===== src/rtl/gravador_sequencia_pkg.sv =====
// Shared types and width helpers for the note sequence recorder.
// States, the rest code and width functions live here.
package gravador_pkg;

    typedef enum logic [1:0] {
        OCIOSO   = 2'd0,
        GRAVANDO = 2'd1,
        BUSCA    = 2'd2,
        REPRODUZ = 2'd3
    } estado_t;

    localparam int NOTA_PAUSA = 0;

    function automatic int largura_nota(input int teclas);
        return $clog2(teclas + 1);
    endfunction

    function automatic int largura_end(input int prof);
        return $clog2(prof);
    endfunction

endpackage


===== src/rtl/gravador_sequencia_if.sv =====


interface ram_eventos_if #(
    parameter int AW = 8,
    parameter int DW = 8
);
    logic          we;
    logic [AW-1:0] waddr;
    logic [DW-1:0] wdata;
    logic [AW-1:0] raddr;
    logic [DW-1:0] rdata;

    modport master (
        output we, waddr, wdata, raddr,
        input  rdata
    );

    modport slave (
        input  we, waddr, wdata, raddr,
        output rdata
    );
endinterface


===== src/rtl/gravador_sequencia_ram.sv =====
// Event store: one write port, registered read, no reset so that
// recorded contents survive a reset.
module ram_eventos_sync #(
    parameter int PROFUNDIDADE = 256,
    parameter int LARGURA      = 8
) (
    input logic            clock,
    ram_eventos_if.slave   bus
);
    logic [LARGURA-1:0] mem [PROFUNDIDADE];

    always_ff @(posedge clock) begin
        if (bus.we)
            mem[bus.waddr] <= bus.wdata;
        bus.rdata <= mem[bus.raddr];
    end
endmodule


===== src/rtl/gravador_sequencia.sv =====
// Piano key sequence recorder/player, events stored as {code, ticks}.
// Define GRAVADOR_SEQUENCIA_LOOP_EN to loop playback until para.
module gravador_sequencia
    import gravador_pkg::*;
#(
    parameter  int NUM_TECLAS    = 13,
    parameter  int PROFUNDIDADE  = 256,
    parameter  int LARGURA_TEMPO = 4,
    localparam int NW = largura_nota(NUM_TECLAS),
    localparam int AW = largura_end(PROFUNDIDADE),
    localparam int CW = AW + 1
) (
    input  logic                  clock,
    input  logic                  reset,
    input  logic [NUM_TECLAS-1:0] teclas,
    input  logic                  tick,
    input  logic                  grava,
    input  logic                  toca,
    input  logic                  para,
    output logic [NW-1:0]         nota_out,
    output logic                  nota_valida,
    output logic [1:0]            estado,
    output logic [CW-1:0]         num_eventos,
    output logic                  cheio,
    output logic                  saturou,
    output logic                  fim_reproducao
);
    localparam int LT = LARGURA_TEMPO;
    localparam int DW = NW + LT;

    localparam logic [LT-1:0] DUR_MAX  = '1;
    localparam logic [LT-1:0] DUR_ZERO = '0;
    localparam logic [LT-1:0] DUR_UM   = LT'(1);
    localparam logic [CW-1:0] NUM_UM   = CW'(1);
    localparam logic [CW-1:0] NUM_ZERO = '0;
    localparam logic [CW-1:0] NUM_CHEIO = CW'(PROFUNDIDADE);
    localparam logic [NW-1:0] PAUSA    = NW'(NOTA_PAUSA);

    estado_t       estado_q, estado_d;
    logic [NW-1:0] nota_q, nota_d;
    logic [LT-1:0] dur_q, dur_d;
    logic [LT-1:0] cnt_q, cnt_d;
    logic [AW-1:0] end_q, end_d;
    logic [CW-1:0] num_q, num_d;
    logic          cheio_q, cheio_d;
    logic          sat_q, sat_d;
    logic          fim_q, fim_d;

    logic [NW-1:0] codigo;
    logic [LT-1:0] dur_ef;
    logic [LT-1:0] cnt_inc;
    logic [CW-1:0] num_inc;
    logic [CW-1:0] end_inc;
    logic [NW-1:0] nota_lida;
    logic [LT-1:0] dur_lida;

    ram_eventos_if #(.AW(AW), .DW(DW)) ram_bus ();

    ram_eventos_sync #(
        .PROFUNDIDADE (PROFUNDIDADE),
        .LARGURA      (DW)
    ) u_ram (
        .clock (clock),
        .bus   (ram_bus.slave)
    );

    // Lowest asserted key wins.
    always_comb begin
        codigo = PAUSA;
        for (int i = NUM_TECLAS - 1; i >= 0; i--)
            if (teclas[i])
                codigo = NW'(i + 1);
    end

    always_comb begin
        dur_ef = dur_q;
        if (tick && dur_q != DUR_MAX)
            dur_ef = dur_q + DUR_UM;
    end

    assign cnt_inc   = cnt_q + DUR_UM;
    assign num_inc   = num_q + NUM_UM;
    assign end_inc   = {1'b0, end_q} + NUM_UM;
    assign nota_lida = ram_bus.rdata[DW-1:LT];
    assign dur_lida  = ram_bus.rdata[LT-1:0];

    assign ram_bus.raddr = end_q;
    assign ram_bus.waddr = num_q[AW-1:0];
    assign ram_bus.wdata = {nota_q, dur_ef};

    always_comb begin
        estado_d   = estado_q;
        nota_d     = nota_q;
        dur_d      = dur_q;
        cnt_d      = cnt_q;
        end_d      = end_q;
        num_d      = num_q;
        cheio_d    = cheio_q;
        sat_d      = sat_q;
        fim_d      = 1'b0;
        ram_bus.we = 1'b0;
        unique case (estado_q)
            OCIOSO: begin
                if (para) begin
                    estado_d = OCIOSO;
                end else if (grava) begin
                    estado_d = GRAVANDO;
                    num_d    = NUM_ZERO;
                    cheio_d  = 1'b0;
                    sat_d    = 1'b0;
                    nota_d   = codigo;
                    dur_d    = DUR_ZERO;
                end else if (toca) begin
                    if (num_q == NUM_ZERO) begin
                        fim_d = 1'b1;
                    end else begin
                        estado_d = BUSCA;
                        end_d    = '0;
                    end
                end
            end
            GRAVANDO: begin
                if (tick && dur_q == DUR_MAX)
                    sat_d = 1'b1;
                if (para) begin
                    if (dur_ef != DUR_ZERO && !cheio_q) begin
                        ram_bus.we = 1'b1;
                        num_d      = num_inc;
                        cheio_d    = (num_inc == NUM_CHEIO);
                    end
                    estado_d = OCIOSO;
                end else if (codigo != nota_q) begin
                    // A zero-length event is simply replaced.
                    if (dur_ef != DUR_ZERO) begin
                        ram_bus.we = 1'b1;
                        num_d      = num_inc;
                        if (num_inc == NUM_CHEIO) begin
                            cheio_d  = 1'b1;
                            estado_d = OCIOSO;
                        end
                    end
                    nota_d = codigo;
                    dur_d  = DUR_ZERO;
                end else begin
                    dur_d = dur_ef;
                end
            end
            BUSCA: begin
                if (para) begin
                    estado_d = OCIOSO;
                end else begin
                    estado_d = REPRODUZ;
                    cnt_d    = DUR_ZERO;
                end
            end
            REPRODUZ: begin
                if (para) begin
                    estado_d = OCIOSO;
                end else if (tick) begin
                    if (cnt_inc == dur_lida) begin
                        estado_d = BUSCA;
                        if (end_inc == num_q) begin
`ifdef GRAVADOR_SEQUENCIA_LOOP_EN
                            end_d = '0;
`else
                            estado_d = OCIOSO;
                            fim_d    = 1'b1;
`endif
                        end else begin
                            end_d = end_inc[AW-1:0];
                        end
                    end else begin
                        cnt_d = cnt_inc;
                    end
                end
            end
        endcase
    end

    always_ff @(posedge clock or negedge reset) begin
        if (!reset) begin
            estado_q <= OCIOSO;
            nota_q   <= PAUSA;
            dur_q    <= DUR_ZERO;
            cnt_q    <= DUR_ZERO;
            end_q    <= '0;
            num_q    <= NUM_ZERO;
            cheio_q  <= 1'b0;
            sat_q    <= 1'b0;
            fim_q    <= 1'b0;
        end else begin
            estado_q <= estado_d;
            nota_q   <= nota_d;
            dur_q    <= dur_d;
            cnt_q    <= cnt_d;
            end_q    <= end_d;
            num_q    <= num_d;
            cheio_q  <= cheio_d;
            sat_q    <= sat_d;
            fim_q    <= fim_d;
        end
    end

    assign estado         = estado_q;
    assign nota_valida    = (estado_q == REPRODUZ);
    assign nota_out       = nota_valida ? nota_lida : PAUSA;
    assign num_eventos    = num_q;
    assign cheio          = cheio_q;
    assign saturou        = sat_q;
    assign fim_reproducao = fim_q;
endmodule


===== config.mk =====
export PLATFORM = sky130hd
export DESIGN_NAME = gravador_sequencia
export DESIGN_NICKNAME = d
export VERILOG_FILES = /design/src/rtl/gravador_sequencia_pkg.sv /design/src/rtl/gravador_sequencia_if.sv /design/src/rtl/gravador_sequencia_ram.sv /design/src/rtl/gravador_sequencia.sv
export SDC_FILE = /design/constraint.sdc
export NUM_CORES = 2
export LEC_CHECK = 0
export ABC_CLOCK_PERIOD_IN_PS = 20100
export BUFFER_PORTS_ARGS = -buffer_cell sky130_fd_sc_hd__clkbuf_2
export CAP_MARGIN = 25
export CORE_MARGIN = 1.5
export CORE_UTILIZATION = 30
export CTS_CLUSTER_DIAMETER = 120
export CTS_CLUSTER_SIZE = 30
export DETAILED_ROUTE_END_ITERATION = 10
export GPL_ROUTABILITY_DRIVEN = 0
export MAX_ROUTING_LAYER = met4
export SLEW_MARGIN = 10
export SYNTH_ARGS = -nofsm -noshare
export SYNTH_HDL_FRONTEND = slang
export SYNTH_SLANG_ARGS = --single-unit

===== constraint.sdc =====
create_clock -name clock -period 20.1 [get_ports clock]
set_clock_uncertainty 0.15 [all_clocks]
set_input_delay 1.005 -clock clock [delete_from_list [all_inputs] [get_ports clock]]
set_output_delay 1.005 -clock clock [all_outputs]
set_load 0.02 [all_outputs]

### After elaboration in Yosys (flattened, before gate mapping)

Memory sizes are Yosys's and may differ from the RTL's. A register that Yosys moved wholly into a read port is not among the register bits.
Cells that the tools add are included.

| word-level totals | value |
|---|---|
| register bits after elaboration | 34 |
| bits in writable memories | 2048 |
| input port bits | 19 |
| logic and storage cells | 149 |
| memories | 1 |

Memory list:

| memory | depth | bits a word | read ports | clocked after Yosys merged registers in | wr ports | RTL line | source |
|---|---|---|---|---|---|---|---|
| u_ram.mem | 256 | 8 | 1 | 1 | 1 | gravador_sequencia_ram.sv:10 | `logic [LARGURA-1:0] mem [PROFUNDIDADE];` |

| operators by class | value |
|---|---|
| add/subtract/negate cells | 4 |
| equal/unequal tests | 31 |
| muxes and demuxes | 86 |
| reduce and logical (&&, ||, !) cells | 18 |

Operators with widths:

| cell | number |
|---|---|
| $mux 4 | 27 |
| $mux 8 | 8 |
| $mux 9 | 6 |
| $mux 2 | 13 |
| $ne 2x2->1 const B | 13 |
| $pmux 4 s2 | 3 |
| $mux 1 | 23 |
| $pmux 9 s2 | 1 |
| $pmux 8 s2 | 1 |
| $ne 3x3->1 const B | 5 |
| $reduce_and 7->1 | 2 |
| $ne 4x4->1 const B | 3 |
| $reduce_and 5->1 | 2 |
| $add 8x1->9 const B | 1 |
| $add 9x1->9 const B | 1 |
| $eq 9x9->1 | 1 |
| $eq 9x9->1 const B | 1 |
| $logic_not 9->1 | 1 |
| $reduce_and 9->1 | 1 |
| $add 4x1->4 const B | 2 |
| $pmux 2 s4 | 1 |
| $reduce_and 4->1 | 2 |
| $pmux 1 s2 | 3 |
| $reduce_and 6->1 | 1 |
| 12 further kinds | 17 |

### Logic depth before layout (Yosys ltp)

| depth | value |
|---|---|
| depth after elaboration | 19 |
| depth in mapped cells | 13 |
| depth with buffers taken out | 9 |

### Modules after synthesis

A second synthesis with hierarchy kept.

| second synthesis, totals | value |
|---|---|
| cells, all modules | 4086 |
| area, all modules | 82442.8 um^2 |

By module, submodules not included:

| module | instances | cells each | area each (um^2) | sequential area each (um^2) |
|---|---|---|---|---|
| ram_eventos_sync | 1 | 3733 | 79556.3 | 61659.1 |
| gravador_sequencia | 1 | 353 | 2886.5 | 850.8 |

### Worst setup path before layout

No wires, ideal clock.

| timing path | value |
|---|---|
| path type | input to register |
| start | in tick |
| end | mem u_ram.mem[133][0], enable pin |
| setup time | 0.395 ns |
| arrival time | 11.038 ns |
| data required time | 19.555 ns |
| setup slack | 8.517 ns |
| stages | 10 |
| path buffers | 3 |
| cell sequence | clkbuf_1 -> nand4_1 -> nor2_1 -> mux2i_1 -> nor3_1 -> nor2_1 -> clkbuf_1 -> nand2_1 -> buf_2 -> nor4_1 |

| on the way | value |
|---|---|
| longest elaborated chain between the ends | 9 |
| elaborated cells on any way between the ends | 11 |
| classes of those cells | mux (8); reduce/logical (3) |

RTL lines:

| what | RTL line | source |
|---|---|---|
| start, declared | gravador_sequencia.sv:16 | `input logic tick,` |
| $logic_and 1x1->1 (*) | gravador_sequencia.sv:77 | `if (tick && dur_q != DUR_MAX)` |
| $mux 4 (*) | gravador_sequencia.sv:77 |  |
| named net dur_ef[3] | gravador_sequencia.sv:50 | `logic [LT-1:0] dur_ef;` |
| $reduce_bool 4->1 (*) | gravador_sequencia.sv:126, gravador_sequencia.sv:134 |  |
| $mux 1 / $logic_and 1x1->1 (equally long branches) | gravador_sequencia.sv:134, gravador_sequencia.sv:126 |  |
| $mux 1, on equally long branches | gravador_sequencia.sv:132, gravador_sequencia.sv:126 |  |
| $mux 1 (*) | gravador_sequencia.sv:125 | `if (para) begin` |
| $mux 1 (*) | gravador_sequencia.sv:102 | `unique case (estado_q)` |
| $mux 1 (*) | gravador_sequencia_ram.sv:13 | `if (bus.we)` |
| $mux 1 (not written as such) (*) | gravador_sequencia_ram.sv:14 | `mem[bus.waddr] <= bus.wdata;` |
| end, declared | gravador_sequencia_ram.sv:10 |  |

The timed path passes the listed nets; every way through them passes the cells marked *.

==> impl_results.html <==
<table>
<tr><th>Metric</th><th>Value</th></tr>
<tr><th colspan="2">Status</th></tr>
<tr><td>Status</td><td>completed</td></tr>
<tr><th colspan="2">STA</th></tr>
<tr><td>Final setup slack of the worst path</td><td>13.77 ns</td></tr>
<tr><td>Maximum clock frequency</td><td>158 MHz</td></tr>
<tr><td>Final-report hold violation count</td><td>0</td></tr>
<tr><td>Final max-slew violation count</td><td>0</td></tr>
<tr><td>Relative slew margins</td><td>0.171</td></tr>
<tr><td>Sum of negative setup slack</td><td>0 ns</td></tr>
<tr><td>Final min period</td><td>about 6.3 ns</td></tr>
<tr><td>Final period utilization</td><td>0.315</td></tr>
<tr><td>Unrepaired setup endpoints after global routing</td><td>no</td></tr>
<tr><td>Total setup violations reported at the end of the flow</td><td>0</td></tr>
<tr><td>Actual slew at the worst max-slew pin</td><td>1.24 ns</td></tr>
<tr><th colspan="2">Clock tree</th></tr>
<tr><td>Post-cts sizing count</td><td>0</td></tr>
<tr><td>Clk_lat worst skew</td><td>0.79 ns</td></tr>
<tr><td>Number of hold-repair buffers added at the cts stage</td><td>0</td></tr>
<tr><td>Number of clock sinks seen by CTS</td><td>roughly 2,100</td></tr>
<tr><td>Clock-pin slew on the worst setup and hold paths</td><td>0.12 ns</td></tr>
<tr><td>CTS tree</td><td>done</td></tr>
<tr><td>Total clock buffers created by CTS</td><td>79</td></tr>
<tr><td>Clock Root Buffer</td><td>clkbuf_16</td></tr>
<tr><td>Post-CTS setup-driven buffer insertion count</td><td>0</td></tr>
<tr><td>Maximum clock insertion buffer count</td><td>3</td></tr>
<tr><td>Number of levels the H-tree was split into</td><td>3</td></tr>
<tr><th colspan="2">Detailed routing</th></tr>
<tr><td>WL per Instance</td><td>27.3 um</td></tr>
<tr><td>ANT nets after route</td><td>0</td></tr>
<tr><td>Number of remaining DRC errors</td><td>0</td></tr>
<tr><td>Detailed Routing Iterations Pass 1</td><td>6</td></tr>
<tr><td>Average via count per standard cell</td><td>5.29</td></tr>
<tr><td>Via total after detailed routing</td><td>42,800</td></tr>
<tr><td>DRT Wirelength</td><td>about 220,000 um</td></tr>
<tr><td>Drt first-iter violations</td><td>5,582</td></tr>
<tr><th colspan="2">Floorplanning</th></tr>
<tr><td>Die X</td><td>approximately 530 um</td></tr>
<tr><td>Number of rows created at floorplan</td><td>193</td></tr>
<tr><td>Total die area</td><td>0.281 mm2</td></tr>
<tr><td>Height of the chip</td><td>531 um</td></tr>
<tr><td>Initial cell density of the core</td><td>0.302</td></tr>
<tr><td>IO Pins</td><td>38</td></tr>
<tr><td>Area of the core region</td><td>about 0.28 mm2</td></tr>
<tr><th colspan="2">Layout</th></tr>
<tr><td>Signed area change from the synthesized netlist to the final layout</td><td>8.42%</td></tr>
<tr><td>Leading cell types in the layout, fill and taps excluded</td><td>2,048 x edfxtp_1, 382 x mux4_2, 318 x mux2i_1</td></tr>
<tr><td>Leading cell type in the layout, fill and taps excluded</td><td>edfxtp_1</td></tr>
<tr><td>Net count, final</td><td>around 4,400</td></tr>
<tr><td>Fraction of layout cells with a size suffix above 1</td><td>0.168</td></tr>
<tr><td>Fin util</td><td>0.327</td></tr>
<tr><td>FILL cells</td><td>~26,000</td></tr>
<tr><th colspan="2">Synthesis</th></tr>
<tr><td>Yosys cell types</td><td>83</td></tr>
<tr><td>EDFF count, synth</td><td>approximately 2,000</td></tr>
<tr><td>Top FF cell, synth</td><td>edfxtp_1</td></tr>
<tr><td>Number of warnings reported in the yosys synthesis log</td><td>0</td></tr>
<tr><td>Area of the mapped netlist</td><td>0.0835 mm2</td></tr>
<tr><td>Net count after synthesis</td><td>4,383</td></tr>
<tr><td>Share of synthesized registers carrying an async set or reset</td><td>0.0163</td></tr>
<tr><td>Portion of the post-synthesis area used by sequential elements</td><td>0.749</td></tr>
<tr><td>Synthesized area per cell</td><td>19.2 um2</td></tr>
<tr><td>Number of instances in the synthesized netlist</td><td>4,353</td></tr>
<tr><td>Register bit total from synthesis</td><td>2,090</td></tr>
<tr><th colspan="2">Hold path</th></tr>
<tr><td>Class of the most critical hold timing path</td><td>in2async</td></tr>
<tr><th colspan="2">Global routing</th></tr>
<tr><td>Maximum number of pins on one net before global-route repair</td><td>209</td></tr>
<tr><td>All-layer global routing usage</td><td>0.159</td></tr>
<tr><td>Initial antenna violation count</td><td>7</td></tr>
<tr><td>Via count of the first global-routing pass</td><td>41,700</td></tr>
<tr><td>GRT overflow</td><td>0</td></tr>
<tr><td>Global-route wire length before repair</td><td>between 300,000 and 400,000 um</td></tr>
<tr><th colspan="2">Setup path</th></tr>
<tr><td>Critical-path maximum fanout</td><td>122</td></tr>
<tr><td>Req. time, crit path</td><td>approximately 21 ns</td></tr>
<tr><td>Worst Setup Start Kind</td><td>flop</td></tr>
<tr><td>WS Path Type</td><td>reg2reg</td></tr>
<tr><td>Data arrival, critical path</td><td>6.84 ns</td></tr>
<tr><td>Sort of element at the end of the critical path</td><td>flop</td></tr>
<tr><th colspan="2">Run</th></tr>
<tr><td>MaxCap Viol Count</td><td>0</td></tr>
<tr><th colspan="2">Placement</th></tr>
<tr><td>Half-perimeter wire length after placement</td><td>136,000 um</td></tr>
<tr><td>Port Buffer Count</td><td>37</td></tr>
<tr><td>Pre-CTS setup slack</td><td>13.86 ns</td></tr>
<tr><th colspan="2">Power</th></tr>
<tr><td>Static Leak</td><td>approximately 27 nW</td></tr>
<tr><td>Cell area power density</td><td>between 90 and 100 mW/mm2</td></tr>
<tr><td>Peak supply drop</td><td>around 0.1 mV</td></tr>
</table>
## where the power goes
group / leakage [nW] / switching, mW / internal, mW
logic: 5.75 / 1.08 / 0.348
registers: 20.4 / 0.107 / 5.01
clock network: 1.07 / 1.28 / 0.767
## worst max-delay path, cell delays in order (launching register included)
cell,delay [ns]
dfrtp_4,0.88
buf_12,0.73
buf_4,0.73
buf_4,0.68
buf_4,0.70
mux2i_1,0.16
o221ai_1,0.26
a21oi_1,0.10
a2111oi_0,0.75
nand4_1,0.47
nor4_1,0.36
## cell type report
type,count,area [um2],share of cell area
Sequential cell,2090,62500,0.691
Antenna cell,6,15.0,0.000166
Clock buffer,114,2170,0.0240
Clock inverter,5,46.3,0.000511
Tap cell,3705,4640,0.0512
Timing Repair Buffer,207,1680,0.0186
Inverter,25,100,0.00111
Multi-Input combinational cell,1952,19300,0.214
## flip-flops by register name, summed over array words and instances, names as in the netlist
| register | count |
|---|---|
| nota_q | 4 |
| cnt_q | 4 |
| u_ram.mem | 2048 |
| end_q | 8 |
| estado | 2 |
| cheio | 1 |
| num_eventos | 9 |
| dur_q | 4 |
| saturou | 1 |
| fim_reproducao | 1 |
| u_ram.bus.rdata | 8 |
## kinds of logic (layout without fill, tap and decap cells)
group,Yosys count,count (layout),share of synthesized area
flip-flops,2090,2090,0.749
AND/OR/NAND/NOR,742,742,0.0430
multiplexers,706,706,0.142
AO/OA/AOI/OAI,477,477,0.0415
buffers and inverters,311,351,0.0215
XOR/XNOR,16,16,0.00168
adder cells (fa/ha/maj),11,11,0.00165
other,0,6,0
## routing by layer
layer | track usage | vias up | wire length (um)
li1 | - | 17800 | -
met5 | - | - | 0
met1 | 0.215 | 22800 | 93300
met2 | 0.246 | 1943 | 104000
met4 | 0.0442 | 0 | 6020
met3 | 0.0263 | 270 | 18100
## per-stage QoR
stage | hold WS [ns] | cells | total power [mW] | area [um2]
2_1_floorplan | 0.326 | 4353 | 5.94 | 83500
3_3_place_gp | 0.342 | 7950 | 6.59 | 87900
3_5_place_dp | 0.367 | 7965 | 6.62 | 88100
4_1_cts | 0.0529 | 8084 | 8.60 | 90300
5_1_grt | 0.114 | 8103 | 8.82 | 90500
6_report | 0.0864 | 8104 | 8.60 | 90500
## synth_stat cells, types with 22 or more instances
library cell / instances / share of area
a211oi_1: 35 / 0.0031
a21oi_1: 87 / 0.0052
buf_1: 22 / 0.00099
buf_2: 61 / 0.0037
buf_4: 26 / 0.0023
buf_6: 42 / 0.0057
clkbuf_1: 121 / 0.0054
dfrtp_1: 34 / 0.010
edfxtp_1: 2048 / 0.74
inv_1: 22 / 0.00099
mux2i_1: 319 / 0.038
mux4_2: 382 / 0.10
nand2_1: 130 / 0.0058
nand3_1: 53 / 0.0032
nor2_1: 239 / 0.011
nor3_1: 128 / 0.0077
nor4_1: 46 / 0.0034
o21ai_0: 43 / 0.0026
o221ai_1: 126 / 0.013
o22ai_1: 66 / 0.0049
## worst paths after layout
path	startpoint	slack [ns]	endpoint	cells after the start
worst max-delay path	end_q[0]$_DFFE_PN0P_	13.77	u_ram.bus.rdata[0]$_DFF_P_	10
worst min-delay path	reset	0.09	num_eventos[6]$_DFFE_PN0P_	1
worst max register to register	end_q[0]$_DFFE_PN0P_	13.77	u_ram.bus.rdata[0]$_DFF_P_	10
worst min register to register	cnt_q[1]$_DFFE_PN0P_	0.40	cnt_q[1]$_DFFE_PN0P_	2
max in group asynchronous	reset	19.14	nota_q[2]$_DFFE_PN0P_	2
min in group clock	cnt_q[1]$_DFFE_PN0P_	0.40	cnt_q[1]$_DFFE_PN0P_	2
Note: power is estimated with default switching activity, not from simulation.
